**config.mk**
```make
export PLATFORM = sky130hd
export DESIGN_NAME = sum4b_bcd_seq
export DESIGN_NICKNAME = d
export VERILOG_FILES = /design/src/rtl/sum4b_bcd_seq.sv
export SDC_FILE = /design/constraint.sdc
export NUM_CORES = 1
export LEC_CHECK = 0
export CAP_MARGIN = 20
export CORE_UTILIZATION = 45
export DETAILED_ROUTE_END_ITERATION = 16
export PLACE_DENSITY = 0.67
export SLEW_MARGIN = 5
export SYNTH_ARGS = -nofsm -noshare
export SYNTH_HDL_FRONTEND = slang
export SYNTH_SLANG_ARGS = --single-unit
```
**constraint.sdc**
```tcl
create_clock -name clk -period 1.93 [get_ports clk]
set_clock_uncertainty 0.1 [all_clocks]
set_input_delay 0.386 -clock clk [delete_from_list [all_inputs] [get_ports clk]]
set_output_delay 0.386 -clock clk [all_outputs]
set_load 0.03 [all_outputs]
```
**src/rtl/sum4b_bcd_seq.sv**
```systemverilog
// sum4b_bcd_seq
// Turns the 5-bit result of an upstream 4-bit adder ({co, zi}, 0..31) into
// two BCD digits. It uses iterative shift-add-3 (double dabble).
// A conversion starts when init is sampled high in IDLE. It takes 11 clocks
// from that edge until the new digits and the done pulse appear.
//
// Ports
//   clk       : single clock, rising edge
//   rst       : synchronous, active-high reset
//   init      : start strobe; ignored while busy
//   co        : upstream carry-out, operand bit 4
//   zi[3:0]   : upstream sum, operand bits 3:0
//   bcd_tens  : tens digit of the last completed conversion (0..3)
//   bcd_units : units digit of the last completed conversion (0..9)
//   busy      : high in every state other than IDLE
//   done      : one-cycle pulse in the cycle the digits update
//
// state | meaning
// IDLE  | waiting for init; operand captured on the accepting edge
// ADD3  | add 3 to every working digit that is >= 5
// SHIFT | shift {bcd, operand} left by one; count down the iterations
// DONE  | publish the working register to the outputs, pulse done

module sum4b_bcd_seq (
  input  logic       clk,
  input  logic       rst,
  input  logic       init,
  input  logic       co,
  input  logic [3:0] zi,
  output logic [3:0] bcd_tens,
  output logic [3:0] bcd_units,
  output logic       busy,
  output logic       done
);

  typedef enum logic [1:0] {
    IDLE  = 2'd0,
    ADD3  = 2'd1,
    SHIFT = 2'd2,
    DONE  = 2'd3
  } state_t;

  state_t     state;
  state_t     state_nxt;
  logic [4:0] shreg;
  logic [7:0] bcd;
  logic [2:0] cnt;
  logic [7:0] bcd_adj;

  // Correct each digit before it is doubled. A digit >= 5 would pass 9 after
  // the shift, so adding 3 first makes the carry land in the next digit.
  always_comb begin
    bcd_adj = bcd;
    if (bcd[3:0] >= 4'd5) bcd_adj[3:0] = bcd[3:0] + 4'd3;
    if (bcd[7:4] >= 4'd5) bcd_adj[7:4] = bcd[7:4] + 4'd3;
  end

  always_comb begin
    state_nxt = state;
    case (state)
      IDLE:    if (init) state_nxt = ADD3;
      ADD3:    state_nxt = SHIFT;
      SHIFT:   state_nxt = (cnt > 3'd1) ? ADD3 : DONE;
      DONE:    state_nxt = IDLE;
      default: state_nxt = IDLE;
    endcase
  end

  assign busy = (state != IDLE);

  always_ff @(posedge clk) begin
    if (rst) begin
      state     <= IDLE;
      shreg     <= '0;
      bcd       <= '0;
      cnt       <= '0;
      bcd_tens  <= '0;
      bcd_units <= '0;
      done      <= 1'b0;
    end else begin
      state <= state_nxt;
      done  <= 1'b0;
      case (state)
        IDLE: begin
          if (init) begin
            shreg <= {co, zi};
            bcd   <= '0;
            cnt   <= 3'd5;
          end
        end
        ADD3: begin
          bcd <= bcd_adj;
        end
        SHIFT: begin
          // The operand MSB enters the units LSB.
          {bcd, shreg} <= {bcd[6:0], shreg, 1'b0};
          cnt          <= cnt - 3'd1;
        end
        DONE: begin
          bcd_tens  <= bcd[7:4];
          bcd_units <= bcd[3:0];
          done      <= 1'b1;
        end
        default: ;
      endcase
    end
  end

endmodule

```
==> out/metrics.yaml <==
synthDistinctLibCells: 31
gr-total-overflow: 0
grt_pass1_vias: 1094
fmax_mhz: 533
core_um2: 3080
met3_length_um: 108
grt_use_total_pct: 19.4
die_h_um: 59.2
report.final.slew_viol_count: 0
viasPerCell: 5.33
crit_path_max_incr_delay_ns: 0.67
fin_ws_ns: 0.0521
cts.path.max_buffers: 2
power_mw: 1.44
placed_cells: 222
synth_compound_area_share_pct: 21.9
netlist_area_um2: 1470
synthAdderAreaFrac_pct: 8.49
grt_max_degree: 17
filler_cell_count: 296
synthMuxAreaShare_pct: 8.15
htree_levels: 1
synth.top_cell.area_share_pct: 36.7
power.leakage_nw: 0.626
first_pass_iters: 4
wl_per_cell_um: 13.4
pwr_density_cell_nw_per_um2: 818
syn-mean-instance-area_um2: 9.04
cts_buffers: 3
final-hold-violation-count: 0
critPathKind: "reg -> out"
drc: 0
drive_gt1_share_pct: 13.1
holdWs_ns: 0.373
hold_path.class: "reg -> reg"
row_count: 20
path_clk_slew_ns: 0.17
crit_buf_inv: 1
root_buffer: "clkbuf_4"
peakVddDrop_mv: 0.465
critPathArrivalTime_ns: 1.39
synth_top_family_by_area: "compound AO/OA/AOI/OAI gates"
start_kind: "register"
ctsHoldBuffers: 0
seq_area_frac_synth_pct: 36.7
async_reset_ff_share_pct: 0
path_cells: "clkdlybuf4s50_1"
m1WireLength_mm: 1.42
endpoint_kind: "output port"
syn_inst: 163
synth-edff-count: 0
synthSimpleGateAreaFrac_pct: 15.2
cts_tree: "yes"
setup_viol: 0
placed_cell_area_um2: 1690
synth_warnings: 0
maxSlewHeadroom_pct: 66.2
slowest_stage: "clkdlybuf4s50_1"
antenna_cells: 0
maxCapViolCount: 0
yosysMostFrequentCell: "dfxtp_1"
critPathRequiredTime_ns: 1.44
grt_antenna_before_repair: 0
final_util_pct: 57.0
hpwl_mm: 2.19
dr.first_iter.drc_count: 37
initial_utilization_pct: 47.9
cp_top_family: "buffers and inverters"
portBuffers: 17
cts.sinks: 27
ys.flop_type: "dfxtp_1"
drtAntennaViolNets: 0
grt_pass1_wl_mm: 5.19
critPathMaxFanout: 2
synth_nets: 181
place.gp.congestion: 0.804
post-place-ws_ns: 0.0806
finalSetupTns_ns: 0
top_layer: "met4"
met2_wirelength_mm: 1.50
rsz0062_at_grt: "false"
die-area_um2: 3510
yosys-top-cells-area: "dfxtp_1 37%, ha_1 8.5%, mux2i_1 8.1%"
yosysTopAreaCell: "dfxtp_1"
fin_crit_sh_pct: 97.3
nNetsFinal: 202
synth-seq-cells: 27
outcome: "finished clean"
fin_area_um2: 1760
worst_skew_pair.late_latency_ns: 0.35
vias: 1211
wl_mm: 3.05
area_delta_synth_final_pct: 19.1
tightest_slew_ns: 0.507
synthXorXnorAreaFrac_pct: 2.38
layout_min_cycle_time_ns: 1.88
instances_no_fill: 227
die_w_um: 59.2
synth_commonest_cells: "27 x dfxtp_1, 18 x nor2_1, 17 x o21ai_0"
io_pins: 18
[cell families after synthesis]
| kind of cell | Yosys count |
|---|---|
| simple gates | 46 |
| compound gates | 44 |
| flops | 27 |
| buf+inv | 20 |
| mux | 12 |
| fa+ha+maj | 10 |
| xor+xnor | 4 |
[final timing paths]
path	startpoint	to	slack [ns]	depth (start not counted)
max	bcd_tens[2]	bcd_tens[2]	0.05	1
min	shreg[0]	shreg[0]	0.37	2
max reg2reg	state[0]	bcd[7]	0.13	7
min reg2reg	shreg[0]	shreg[0]	0.37	2
[registers in the layout (all words and copies together) (netlist names)]
| register | flops |
|---|---|
| bcd | 8 |
| shreg | 5 |
| bcd_tens | 4 |
| bcd_units | 4 |
| cnt | 3 |
| state | 2 |
| done | 1 |
[metal layers]
metal  up-vias  GRT usage (%)
met4         0           4.76
met2        26           31.8
li1        610              -
met3         2           4.59
met1       573           25.7
met5         -              0
[report_power, final]
part           total [mW]  switching [mW]  leakage (nW)  internal [mW]
clock               0.267           0.187        0.0139         0.0795
combinational       0.525           0.291         0.392          0.234
sequential          0.645          0.0386         0.220          0.607
total                1.44           0.517         0.626          0.920
[cells in the final DEF (no fill, tap or decap)]
cell type and count:
dfxtp_1 25, nor2_1 18, o21ai_0 17, clkdlybuf4s50_1 15, inv_1 12, mux2i_1 12
a21oi_1 9, nand2_1 8, ha_1 7, nor2b_1 6, nand4_1 6, buf_4 6
a211oi_2 4, nand2b_1 3, o21a_1 3, nand3b_1 3, ha_2 3, clkbuf_4 3
xnor2_1 2, a22oi_1 2, xor2_1 2, buf_12 2, dfxtp_2 2, o21ai_1 1
o31ai_4 1, o41ai_2 1, o41ai_1 1, a41o_1 1, a21boi_4 1, nor3_1 1
a2bb2oi_1 1, a311oi_1 1, a21o_1 1, nand3_1 1, clkinvlp_4 1, dlymetal6s2s_1 1
[area by class of cell]
cell class | instances | area, µm² | share of cell area (%)
Clock buffer | 3 | 22.5 | 1.28
Sequential cell | 27 | 543 | 30.9
Clock inverter | 1 | 7.51 | 0.428
Inverter | 12 | 45.0 | 2.57
Multi-Input combinational cell | 116 | 835 | 47.5
Tap cell | 44 | 55.1 | 3.14
Timing Repair Buffer | 24 | 248 | 14.1
[worst register-to-register path, stage by stage (launching register included)]
cell	delay [ns]
dfxtp_2	0.40
inv_1	0.07
ha_2	0.24
nand2b_1	0.11
buf_4	0.17
o31ai_4	0.13
buf_12	0.15
o41ai_1	0.32
[repair_timing]
action,CTS,global route
setup endpoints to repair,0,9
setup buffers,0,1
gates resized for setup,0,6
Note: power is estimated with default switching activity, not from simulation.
